==> src/rtl/ram_port_arbiter.sv <==
// Single-port RAM arbiter: one host (fixed priority) and NUM_CORES cores (round-robin),
// one access at a time through an IDLE/ACCESS/WAIT/DONE sequencer with registered outputs.
module ram_port_arbiter #(
  parameter int NUM_CORES = 2,
  parameter int ADDR_W    = 16,
  parameter int DATA_W    = 8
) (
  input  logic                        clk,
  input  logic                        rst_n,
  input  logic                        host_lock,
  input  logic                        host_req,
  input  logic                        host_we,
  input  logic [ADDR_W-1:0]           host_addr,
  input  logic [DATA_W-1:0]           host_wdata,
  output logic                        host_ack,
  input  logic [NUM_CORES-1:0]        core_req,
  input  logic [NUM_CORES-1:0]        core_we,
  input  logic [NUM_CORES*ADDR_W-1:0] core_addr,
  input  logic [NUM_CORES*DATA_W-1:0] core_wdata,
  output logic [NUM_CORES-1:0]        core_ack,
  output logic [DATA_W-1:0]           rdata,
  output logic                        ram_en,
  output logic                        ram_we,
  output logic [ADDR_W-1:0]           ram_addr,
  output logic [DATA_W-1:0]           ram_wdata,
  input  logic [DATA_W-1:0]           ram_rdata,
  output logic                        busy
);

  localparam int CW = (NUM_CORES > 1) ? $clog2(NUM_CORES) : 1;

  localparam logic [1:0] S_IDLE   = 2'd0;
  localparam logic [1:0] S_ACCESS = 2'd1;
  localparam logic [1:0] S_WAIT   = 2'd2;
  localparam logic [1:0] S_DONE   = 2'd3;

  logic [1:0]           state_q, state_d;
  logic [CW-1:0]        last_q, last_d;
  logic [CW-1:0]        gnt_id_q, gnt_id_d;
  logic                 gnt_host_q, gnt_host_d;
  logic                 we_q, we_d;
  logic                 ram_en_q, ram_en_d;
  logic                 ram_we_q, ram_we_d;
  logic [ADDR_W-1:0]    ram_addr_q, ram_addr_d;
  logic [DATA_W-1:0]    ram_wdata_q, ram_wdata_d;
  logic [DATA_W-1:0]    rdata_q, rdata_d;
  logic                 host_ack_q, host_ack_d;
  logic [NUM_CORES-1:0] core_ack_q, core_ack_d;

  logic                 win_found;
  logic [CW-1:0]        win_idx;
  logic                 win_we;
  logic [ADDR_W-1:0]    win_addr;
  logic [DATA_W-1:0]    win_wdata;

  // Round-robin: lowest requesting index above last, otherwise lowest at or below last.
  always_comb begin
    win_found = 1'b0;
    win_idx   = '0;
    win_we    = 1'b0;
    win_addr  = '0;
    win_wdata = '0;
    for (int i = 0; i < NUM_CORES; i++) begin
      if (!win_found && core_req[i] && (CW'(i) > last_q)) begin
        win_found = 1'b1;
        win_idx   = CW'(i);
        win_we    = core_we[i];
        win_addr  = core_addr[i*ADDR_W +: ADDR_W];
        win_wdata = core_wdata[i*DATA_W +: DATA_W];
      end
    end
    for (int i = 0; i < NUM_CORES; i++) begin
      if (!win_found && core_req[i] && (CW'(i) <= last_q)) begin
        win_found = 1'b1;
        win_idx   = CW'(i);
        win_we    = core_we[i];
        win_addr  = core_addr[i*ADDR_W +: ADDR_W];
        win_wdata = core_wdata[i*DATA_W +: DATA_W];
      end
    end
  end

  always_comb begin
    state_d     = state_q;
    last_d      = last_q;
    gnt_id_d    = gnt_id_q;
    gnt_host_d  = gnt_host_q;
    we_d        = we_q;
    ram_en_d    = ram_en_q;
    ram_we_d    = ram_we_q;
    ram_addr_d  = ram_addr_q;
    ram_wdata_d = ram_wdata_q;
    rdata_d     = rdata_q;
    host_ack_d  = 1'b0;
    core_ack_d  = '0;
    case (state_q)
      S_IDLE: begin
        if (host_req) begin
          gnt_host_d  = 1'b1;
          we_d        = host_we;
          ram_en_d    = 1'b1;
          ram_we_d    = host_we;
          ram_addr_d  = host_addr;
          ram_wdata_d = host_wdata;
          state_d     = S_ACCESS;
        end else if (!host_lock && win_found) begin
          gnt_host_d  = 1'b0;
          gnt_id_d    = win_idx;
          we_d        = win_we;
          ram_en_d    = 1'b1;
          ram_we_d    = win_we;
          ram_addr_d  = win_addr;
          ram_wdata_d = win_wdata;
          state_d     = S_ACCESS;
        end
      end
      S_ACCESS: begin
        ram_en_d = 1'b0;
        ram_we_d = 1'b0;
        state_d  = S_WAIT;
      end
      S_WAIT: begin
        // Synchronous RAM: read data is on ram_rdata in the cycle after the strobe.
        if (!we_q) rdata_d = ram_rdata;
        if (gnt_host_q) begin
          host_ack_d = 1'b1;
        end else begin
          for (int i = 0; i < NUM_CORES; i++) core_ack_d[i] = (gnt_id_q == CW'(i));
        end
        state_d = S_DONE;
      end
      default: begin
        if (!gnt_host_q) last_d = gnt_id_q;
        state_d = S_IDLE;
      end
    endcase
  end

  always_ff @(posedge clk or negedge rst_n) begin
    if (!rst_n) begin
      state_q     <= S_IDLE;
      last_q      <= CW'(NUM_CORES - 1);
      gnt_id_q    <= '0;
      gnt_host_q  <= 1'b0;
      we_q        <= 1'b0;
      ram_en_q    <= 1'b0;
      ram_we_q    <= 1'b0;
      ram_addr_q  <= '0;
      ram_wdata_q <= '0;
      rdata_q     <= '0;
      host_ack_q  <= 1'b0;
      core_ack_q  <= '0;
    end else begin
      state_q     <= state_d;
      last_q      <= last_d;
      gnt_id_q    <= gnt_id_d;
      gnt_host_q  <= gnt_host_d;
      we_q        <= we_d;
      ram_en_q    <= ram_en_d;
      ram_we_q    <= ram_we_d;
      ram_addr_q  <= ram_addr_d;
      ram_wdata_q <= ram_wdata_d;
      rdata_q     <= rdata_d;
      host_ack_q  <= host_ack_d;
      core_ack_q  <= core_ack_d;
    end
  end

  assign ram_en    = ram_en_q;
  assign ram_we    = ram_we_q;
  assign ram_addr  = ram_addr_q;
  assign ram_wdata = ram_wdata_q;
  assign rdata     = rdata_q;
  assign host_ack  = host_ack_q;
  assign core_ack  = core_ack_q;
  assign busy      = (state_q != S_IDLE);

endmodule
==> config.mk <==
export PLATFORM = sky130hd
export DESIGN_NAME = ram_port_arbiter
export DESIGN_NICKNAME = d
export VERILOG_FILES = /design/src/rtl/ram_port_arbiter.sv
export SDC_FILE = /design/constraint.sdc
export NUM_CORES = 1
export LEC_CHECK = 0
export ABC_AREA = 1
export CAP_MARGIN = 25
export CORE_AREA = 2 2 82 84
export DETAILED_ROUTE_END_ITERATION = 6
export DIE_AREA = 0 0 84 86
export GPL_ROUTABILITY_DRIVEN = 0
export GPL_TIMING_DRIVEN = 1
export PLACE_DENSITY = 0.83
export SYNTH_ARGS = -nofsm -noshare
export SYNTH_HDL_FRONTEND = slang
export SYNTH_SLANG_ARGS = --single-unit
export TNS_END_PERCENT = 5
==> constraint.sdc <==
create_clock -name clk -period 3.35 [get_ports clk]
set_input_delay 0.67 -clock clk [delete_from_list [all_inputs] [get_ports clk]]
set_output_delay 0.67 -clock clk [all_outputs]
set_load 0.01 [all_outputs]
# Word level (Yosys, flattened, before mapping)
# Cells that the tools add are included.
# totals
inputBits	89
output_inout_bits	38
word_cells	84
ff_bits	43
# op_classes
n_eq_ne	3
mux	38
reduce_logical	22
n_bitwise	5
magnitude_cmp	4
# ops
operator	count
$mux W16	6
$mux W8	6
$mux W1	19
$logic_and A1 B1 Y1	8
$mux W2	4
$reduce_and A2 Y1	4
$pmux W2 S3	1
$reduce_bool A2 Y1	3
$not A1 Y1	5
$logic_not A1 Y1	4
$pmux W1 S2	2
$ne A3 B3 Y1 const B	1
$reduce_and A3 Y1	1
$reduce_or A3 Y1	1
$eq A2 B1 Y1 const B	1
$eq A2 B2 Y1 const B	1
$gt A1 B1 Y1 const A	2
$le A1 B1 Y1 const A	2
$logic_not A2 Y1	1

# Logic depth before layout (Yosys ltp)
# Gate-level depths: netlist (run 1).
# depth
word_depth	19
mapped_depth	10

# Least setup slack after synthesis (run 1)
# Ideal clock, no wire load.
# synth_timing
path_kind	input to register
start	in core_req[0]
end	reg ram_we_q, in the netlist ram_we
n_path_buf	2
t_arrival_ns	1.448
setup_ns	0.118
path_stages	9
path_slack_ns	1.784
cell_sequence	buf_2 > inv_1 > nand2_1 > nand3_2 > nand2_4 > inv_4 > buf_6 > nand3_1 > nand2_1
# synth_via
elab_chain_len	17
elab_cells_between_ends	24
classes_between	1 x eq/ne; 11 x mux; 12 x reduce/logical
# synth_lines
item	line	rtl
start: declaration	16	input logic [NUM_CORES-1:0] core_req,
$logic_and A1 B1 Y1	64	if (!win_found && core_req[i] && (CW'(i) > last_q)) begin
$mux W1	64	
$logic_not A1 Y1	64	
$logic_and A1 B1 Y1 (2 in a row)	64	
$mux W1	64	
$logic_not A1 Y1	73	if (!win_found && core_req[i] && (CW'(i) <= last_q)) begin
$logic_and A1 B1 Y1 (2 in a row)	73	
$mux W1	73	
$logic_not A1 Y1	73	
$logic_and A1 B1 Y1 (2 in a row)	73	
$mux W1	73	
$mux W1 / $logic_and A1 B1 Y1 (equally long branches)	106	end else if (!host_lock && win_found) begin
$mux W1 / $ne A3 B3 Y1 (equally long branches)	--	
$pmux W1 S2 / $reduce_and A2 Y1 (equally long branches)	--	
end signal: assignment	160	ram_we_q <= ram_we_d;
end: declaration	43	logic ram_we_q, ram_we_d;
# Parallel ways exist; a longest one is shown, timed or not. The select of a mux whose other input is x is not followed.
# A chain may end at the register's enable or synchronous reset.

# Final worst setup path (run 1)
# layout_timing
start	in core_req[0]
end	reg ram_addr_q[9], in the netlist ram_addr[9]
# layout_via
elab_chain_len	17
elab_cells_between_ends	23
classes_between	10 x mux; 13 x reduce/logical
# layout_lines
item	line	rtl
$logic_and A1 B1 Y1	64	
$mux W1	64	
$logic_not A1 Y1	64	
$logic_and A1 B1 Y1 (2 in a row)	64	
$mux W1	64	
$logic_not A1 Y1	73	
$logic_and A1 B1 Y1 (2 in a row)	73	
$mux W1	73	
$logic_not A1 Y1	73	
$logic_and A1 B1 Y1 (2 in a row)	73	
$mux W1	73	
$logic_and A1 B1 Y1	106	
$reduce_bool A2 Y1 (no line)	--	
$reduce_and A2 Y1 (no line)	--	
end signal: assignment	161	ram_addr_q <= ram_addr_d;
end: declaration	44	logic [ADDR_W-1:0] ram_addr_q, ram_addr_d;
# Parallel ways exist; a longest one is shown, timed or not. The select of a mux whose other input is x is not followed.

==> impl_metrics.json, run 1 <==
{
  "p_per_area_mw_per_mm2": 708,
  "cts_tree": "built",
  "drc": 0,
  "finalMaxSlewViolations": 0,
  "ys_ff_latch": 43,
  "ff2ff_path_depth": 7,
  "fin_setup_tns_ps": 0,
  "syn-num-nets": 399,
  "met3_usage": 0.0654,
  "syn_area_per_cell_sq_um": 7.63,
  "cts_root_buf": "clkbuf_8",
  "grt_pass1_vias": 2601,
  "initial_utilization": 0.372,
  "skew_ps": 4.33,
  "synth-adder-area-share": 0.0214,
  "yosys.cell_types.count": 26,
  "grt.busiest_layer": "met2",
  "rows": 29,
  "finalPower_mw": 2.65,
  "post_cts_resized": 0,
  "yosysSeqAreaShare": 0.461,
  "endpoint_kind": "register",
  "yosysMostFrequentCell": "nand2_1",
  "synth_compound_area_frac": 0.0514,
  "setup_viol": 0,
  "cts_sinks": 43,
  "hold_buffers": 0,
  "final_cells": 505,
  "synth_edf_count": 0,
  "grt.total_usage": 0.198,
  "tightest_slew_ps": 587,
  "hold_violations": 0,
  "hold_path.class": "input port to asynchronous set/reset pin",
  "start_kind": "input port",
  "final_util": 0.596,
  "vdd_drop_max_v": 0.000388,
  "grt_util_met1": 0.228,
  "synthToLayoutAreaGrowth_pct": 60.2,
  "arrival_ps": 2640,
  "drtPass1Iterations": 4,
  "cap_violations": 0,
  "synth_warnings": 0,
  "synth_top_cell_by_area": "dfrtp_1",
  "nets": 520,
  "period_needed_ps": 2410,
  "post-dp-hpwl_um": 5180,
  "fmax_mhz": 416,
  "muxShareOfSynthArea": 0.0386,
  "yosys-top-cells-area": "dfrtp_1 (45%), nand2_1 (19%), nand3_1 (12%), mux2_2 (3.9%), inv_1 (2.4%)",
  "io_buffers": 126,
  "slew_headroom": 0.607,
  "clkLatencyLatePin_ps": 290,
  "synth_commonest_cells": "nand2_1 (120), nand3_1 (54), dfrtp_1 (42)",
  "numCtsBuffers": 5,
  "post_cts_buffers": 0,
  "gr-total-overflow": 0,
  "dieArea_sq_mm": 0.00722,
  "drt-initial-drc-count": 126,
  "grt_pass1_wl_um": 11500,
  "vias": 2495,
  "place_inst": 496,
  "wire_per_inst_um": 13.8,
  "coreArea_sq_mm": 0.00628,
  "synth_top_area_share": 0.450,
  "netlist_area_sq_mm": 0.00233,
  "totalWireLength_um": 6990,
  "path_max_fanout": 16,
  "cp_cell_sequence": "clkdlybuf4s50_1 -> nand2_1 -> o21ai_1 -> buf_4 -> nand2_1 -> nand3_1 -> nand2_1 -> nand2_1",
  "max_stage_delay_ps": 840,
  "r2r_end": "ram_addr[9]$_DFFE_PN0P_",
  "met2_usage": 0.345,
  "die_w_um": 84,
  "num-fill-cells": 582,
  "htreeDepth": 2,
  "pin_count": 127,
  "antenna_found_initial": 0,
  "dominantRegCellSynth": "dfrtp_1",
  "die_height_um": 86,
  "ys_async_sr_fraction": 1.00,
  "cp_slowest_cell": "clkdlybuf4s50_1",
  "syn_inst": 306,
  "synth_top_family_by_area": "simple AND/OR/NAND/NOR gates",
  "clk_pin_slew_ps": 80,
  "diodes": 0,
  "p_leak_nw": 1.75,
  "rsz0062_at_grt": "no",
  "outcome": "finished, final reports clean",
  "crit_type": "input port to register",
  "period_share": 0.718,
  "viasPerCell": 4.94,
  "cts_buffer_depth": 2,
  "ant_nets": 0,
  "grt_max_degree": 44,
  "synthSimpleGateAreaFrac": 0.351,
  "r2r-start": "last_q$_DFFE_PN1P_",
  "worst_path_most_repeated_cell": "nand2_1",
  "synthXorXnorAreaFrac": 0,
  "drive_above_1_share": 0.0701,
  "cp_data_required_time_ps": 3590,
  "r2r_setup_slack_ps": 1760
}
## layout by cell type (no fill, tap or decap), types with 2 or more instances in the layout
cell type        netlist  routed
a21oi_1                3       3
buf_4                  2       3
clkbuf_8               0       6
clkdlybuf4s50_1        0     125
dfrtp_1               42      42
ha_1                   4       4
inv_1                 15      15
inv_2                  2       2
mux2_2                 8       8
nand2_1              120     120
nand3_1               54      54
nor2_1                13      13
nor3_1                 2       2
o21ai_0               10      10
o21ai_1                8       8
## logic make-up (layout without fill, tap and decap cells)
logic type	count (synthesis)	count (layout)
simple gates	194	194
fa+ha+maj	4	4
compound gates	23	23
buf+inv	34	156
flops	43	43
mux	8	8
## critical path: cells and delay by family
kind / cells / cell delay (ps)
and+or+nand+nor: 5 / 720
buffers and inverters: 2 / 1060
AOI/OAI and AO/OA: 1 / 190
## layer usage
layer	up-vias	part of all wire
met4	0	0.023
met5	-	0
li1	1224	-
met3	18	0.087
met1	1132	0.41
met2	121	0.48
## sequential cells by signal (all words and copies together), names as in the netlist
| signal | count |
|---|---|
| ram_addr | 16 |
| ram_wdata | 8 |
| rdata | 8 |
| core_ack | 2 |
| state_q | 2 |
| gnt_host_q | 1 |
| gnt_id_q | 1 |
| host_ack | 1 |
| last_q | 1 |
| ram_en | 1 |
| ram_we | 1 |
| we_q | 1 |
## per-stage QoR
step                worst slack, ps  cell area [sq um]  hold WS (ps)
global placement                802               3600           422
detailed placement              676               3600           434
global route                    811               3740           320
floorplan                      1780               2330           374
CTS                             988               3720           446
finish                          944               3740           310
## cell type report
type | count | area [sq um] | share of cell area
clock buffers | 6 | 82.6 | 0.0221
clock inverters | 2 | 35.0 | 0.00937
inverters | 18 | 70.1 | 0.0187
multi-input cells | 229 | 1080 | 0.289
flip-flops and latches | 43 | 1080 | 0.288
well taps | 77 | 96.3 | 0.0258
repair buffers | 130 | 1300 | 0.347
## power by group
part	total (mW)	switching [mW]	internal, mW	leakage, nW
registers	0.898	0.133	0.766	0.528
logic	1.33	0.641	0.690	1.16
clock network	0.417	0.176	0.241	0.0612
total	2.65	0.949	1.70	1.75
## worst max path at each step
stage	startpoint	to	depth (start not counted)
floorplan	core_req[0]	ram_we$_DFFE_PN0P_	9
global placement	core_req[0]	ram_addr[4]$_DFFE_PN0P_	8
detailed placement	core_req[0]	ram_addr[9]$_DFFE_PN0P_	8
CTS	core_req[0]	ram_addr[9]$_DFFE_PN0P_	8
global route	core_req[0]	ram_addr[3]$_DFFE_PN0P_	8
finish	core_req[0]	ram_addr[9]$_DFFE_PN0P_	8
Power figures use the tool's default switching activity.
==> run 2: changes to the inputs <==
==> constraint.sdc (replaced) <==
create_clock -name clk -period 2.3 [get_ports clk]
set_input_delay 0.46 -clock clk [delete_from_list [all_inputs] [get_ports clk]]
set_output_delay 0.46 -clock clk [all_outputs]
set_load 0.01 [all_outputs]
==> run 2 against run 1 <==
Non-clock buffer count grew 4. Register-to-register slack lost 1100 ps. Cell area is the same. Clock skew grew 4.8 ps. Sequential share of layout area is the same. Critical path depth shrank 4. Clock power grew 25%. Highest routed layer unchanged.
==> impl_metrics.json, run 2 (synthesized netlist as in run 1, its figures left out) <==
{
  "cts_tree": "built",
  "cap_violations": 0,
  "hold_path.class": "input port to asynchronous set/reset pin",
  "max_stage_delay_ps": 550,
  "tightest_slew_ps": 698,
  "gr-total-overflow": 0,
  "path_max_fanout": 4,
  "grt_max_degree": 33,
  "crit_family": "buffers and inverters",
  "rows": 29,
  "num-fill-cells": 548,
  "cp.depth": 4,
  "fin_setup_tns_ps": 0,
  "period_needed_ps": 2140,
  "p_per_area_mw_per_mm2": 1010,
  "final_area_sq_mm": 0.00374,
  "io_buffers": 126,
  "finalMaxSlewViolations": 0,
  "hold_violations": 0,
  "multi_input_area_sq_mm": 0.00108,
  "die_height_um": 86,
  "drtPass1Iterations": 4,
  "post_cts_buffers": 0,
  "p_leak_nw": 1.76,
  "endpoint_kind": "primary output",
  "placed_cell_area_sq_mm": 0.00364,
  "start_kind": "register",
  "drt-initial-drc-count": 105,
  "worst_path_most_repeated_cell": "inv_1",
  "grt_pass1_vias": 2498,
  "final_util": 0.596,
  "vdd_drop_max_v": 0.000523,
  "numCtsBuffers": 5,
  "cts_buffer_depth": 2,
  "nets": 524,
  "drive_above_1_share": 0.0764,
  "cts_sinks": 43,
  "crit_end": "busy",
  "crit_path_start": "state_q[0]$_DFFE_PN0P_",
  "grt.total_usage": 0.195,
  "antenna_found_initial": 0,
  "cp_cell_sequence": "inv_1 -> ha_1 -> inv_1 -> clkdlybuf4s50_1",
  "skew_ps": 9.15,
  "final_cells": 509,
  "fin_ws_ps": 164,
  "setup_viol": 0,
  "clkLatencyLatePin_ps": 290,
  "slew_headroom": 0.535,
  "htreeDepth": 2,
  "layout_commonest_cell": "clkdlybuf4s50_1",
  "viasPerCell": 4.90,
  "r2r_setup_slack_ps": 700,
  "ant_nets": 0,
  "synthToLayoutAreaGrowth_pct": 60.2,
  "grt.busiest_layer": "met2",
  "cp_data_required_time_ps": 1840,
  "place_inst": 501,
  "pin_count": 127,
  "met2_usage": 0.335,
  "arrival_ps": 1680,
  "post_cts_resized": 0,
  "initial_utilization": 0.372,
  "grt_util_met1": 0.236,
  "die_w_um": 84,
  "post-dp-hpwl_um": 5220,
  "vias": 2496,
  "totalWireLength_um": 6830,
  "coreArea_sq_mm": 0.00628,
  "ff2ff_path_depth": 8,
  "largest_reg_flops": 16,
  "r2r-start": "state_q[1]$_DFFE_PN0P_",
  "fmax_mhz": 468,
  "period_share": 0.928,
  "pre_cts_slack_ps": 343,
  "wire_per_inst_um": 13.4,
  "met3_usage": 0.0606,
  "crit_type": "register to primary output",
  "cts_root_buf": "clkbuf_8",
  "cp_slowest_cell": "clkdlybuf4s50_1",
  "critPathBufInv": 3,
  "rsz0062_at_grt": "no",
  "grt_pass1_wl_um": 11300,
  "outcome": "finished, final reports clean",
  "drc": 0,
  "diodes": 0,
  "r2r_end": "ram_addr[9]$_DFFE_PN0P_",
  "hold_buffers": 0,
  "layout_common_cells": "clkdlybuf4s50_1 (125), nand2_1 (120), nand3_1 (54), dfrtp_1 (42), inv_1 (15)",
  "dieArea_sq_mm": 0.00722,
  "ff_latch_area_sq_mm": 0.00108,
  "clk_pin_slew_ps": 70
}
## run 2: changes by cell type in the layout (fill, tap and decap cells not counted)
cell / before / now
clkbuf_8: 6 / 7
clkinv_2: 1 / 0
buf_4: 3 / 8
bufinv_16: 1 / 0
clkbuf_1: 0 / 1
buf_12: 1 / 0
## run 2: how the worst min path moves through the flow
stage                                          end  slack [ps]  cells after the start
after global routing          rdata[5]$_DFFE_PN0P_         260                      1
after global placement       core_ack[0]$_DFF_PN0_         420                      1
after CTS                 ram_wdata[6]$_DFFE_PN0P_         230                      1
after floorplan              core_ack[0]$_DFF_PN0_         160                      0
final                         rdata[2]$_DFFE_PN0P_         210                      1
after detailed placement     core_ack[0]$_DFF_PN0_         430                      1
## run 2: where the power goes
part	internal, mW	switching (mW)
Sequential	1.12	0.199
Clock	0.274	0.246
Combinational	1.02	0.941
Total	2.41	1.39
## run 2: routing by layer
layer  wire [um]  vias up
li1            -     1229
met4         116        0
met1        2770     1145
met2        3390      108
met3         549       14
met5           0        -
## run 2: stage by stage
stage	hold WS, ps	power, mW
floorplan	164	2.33
global placement	424	3.21
detailed placement	431	3.28
CTS	230	3.83
global route	260	4.10
finish	212	3.79
## run 2: layout make-up
type | count | area share
clock buffers | 8 | 0.0268
inverters | 18 | 0.0187
multi-input cells | 229 | 0.289
flip-flops and latches | 43 | 0.288
well taps | 77 | 0.0258
repair buffers | 134 | 0.352
==> run 3: changes to the inputs <==
--- a/config.mk
+++ b/config.mk
@@ -10,7 +10,6 @@
 export CORE_AREA = 2 2 82 84
 export DETAILED_ROUTE_END_ITERATION = 6
 export DIE_AREA = 0 0 84 86
-export GPL_ROUTABILITY_DRIVEN = 0
 export GPL_TIMING_DRIVEN = 1
 export PLACE_DENSITY = 0.83
 export SYNTH_ARGS = -nofsm -noshare
==> results of run 3 <==
Same layout as run 2: the final DEF is identical, and so are final timing and power.
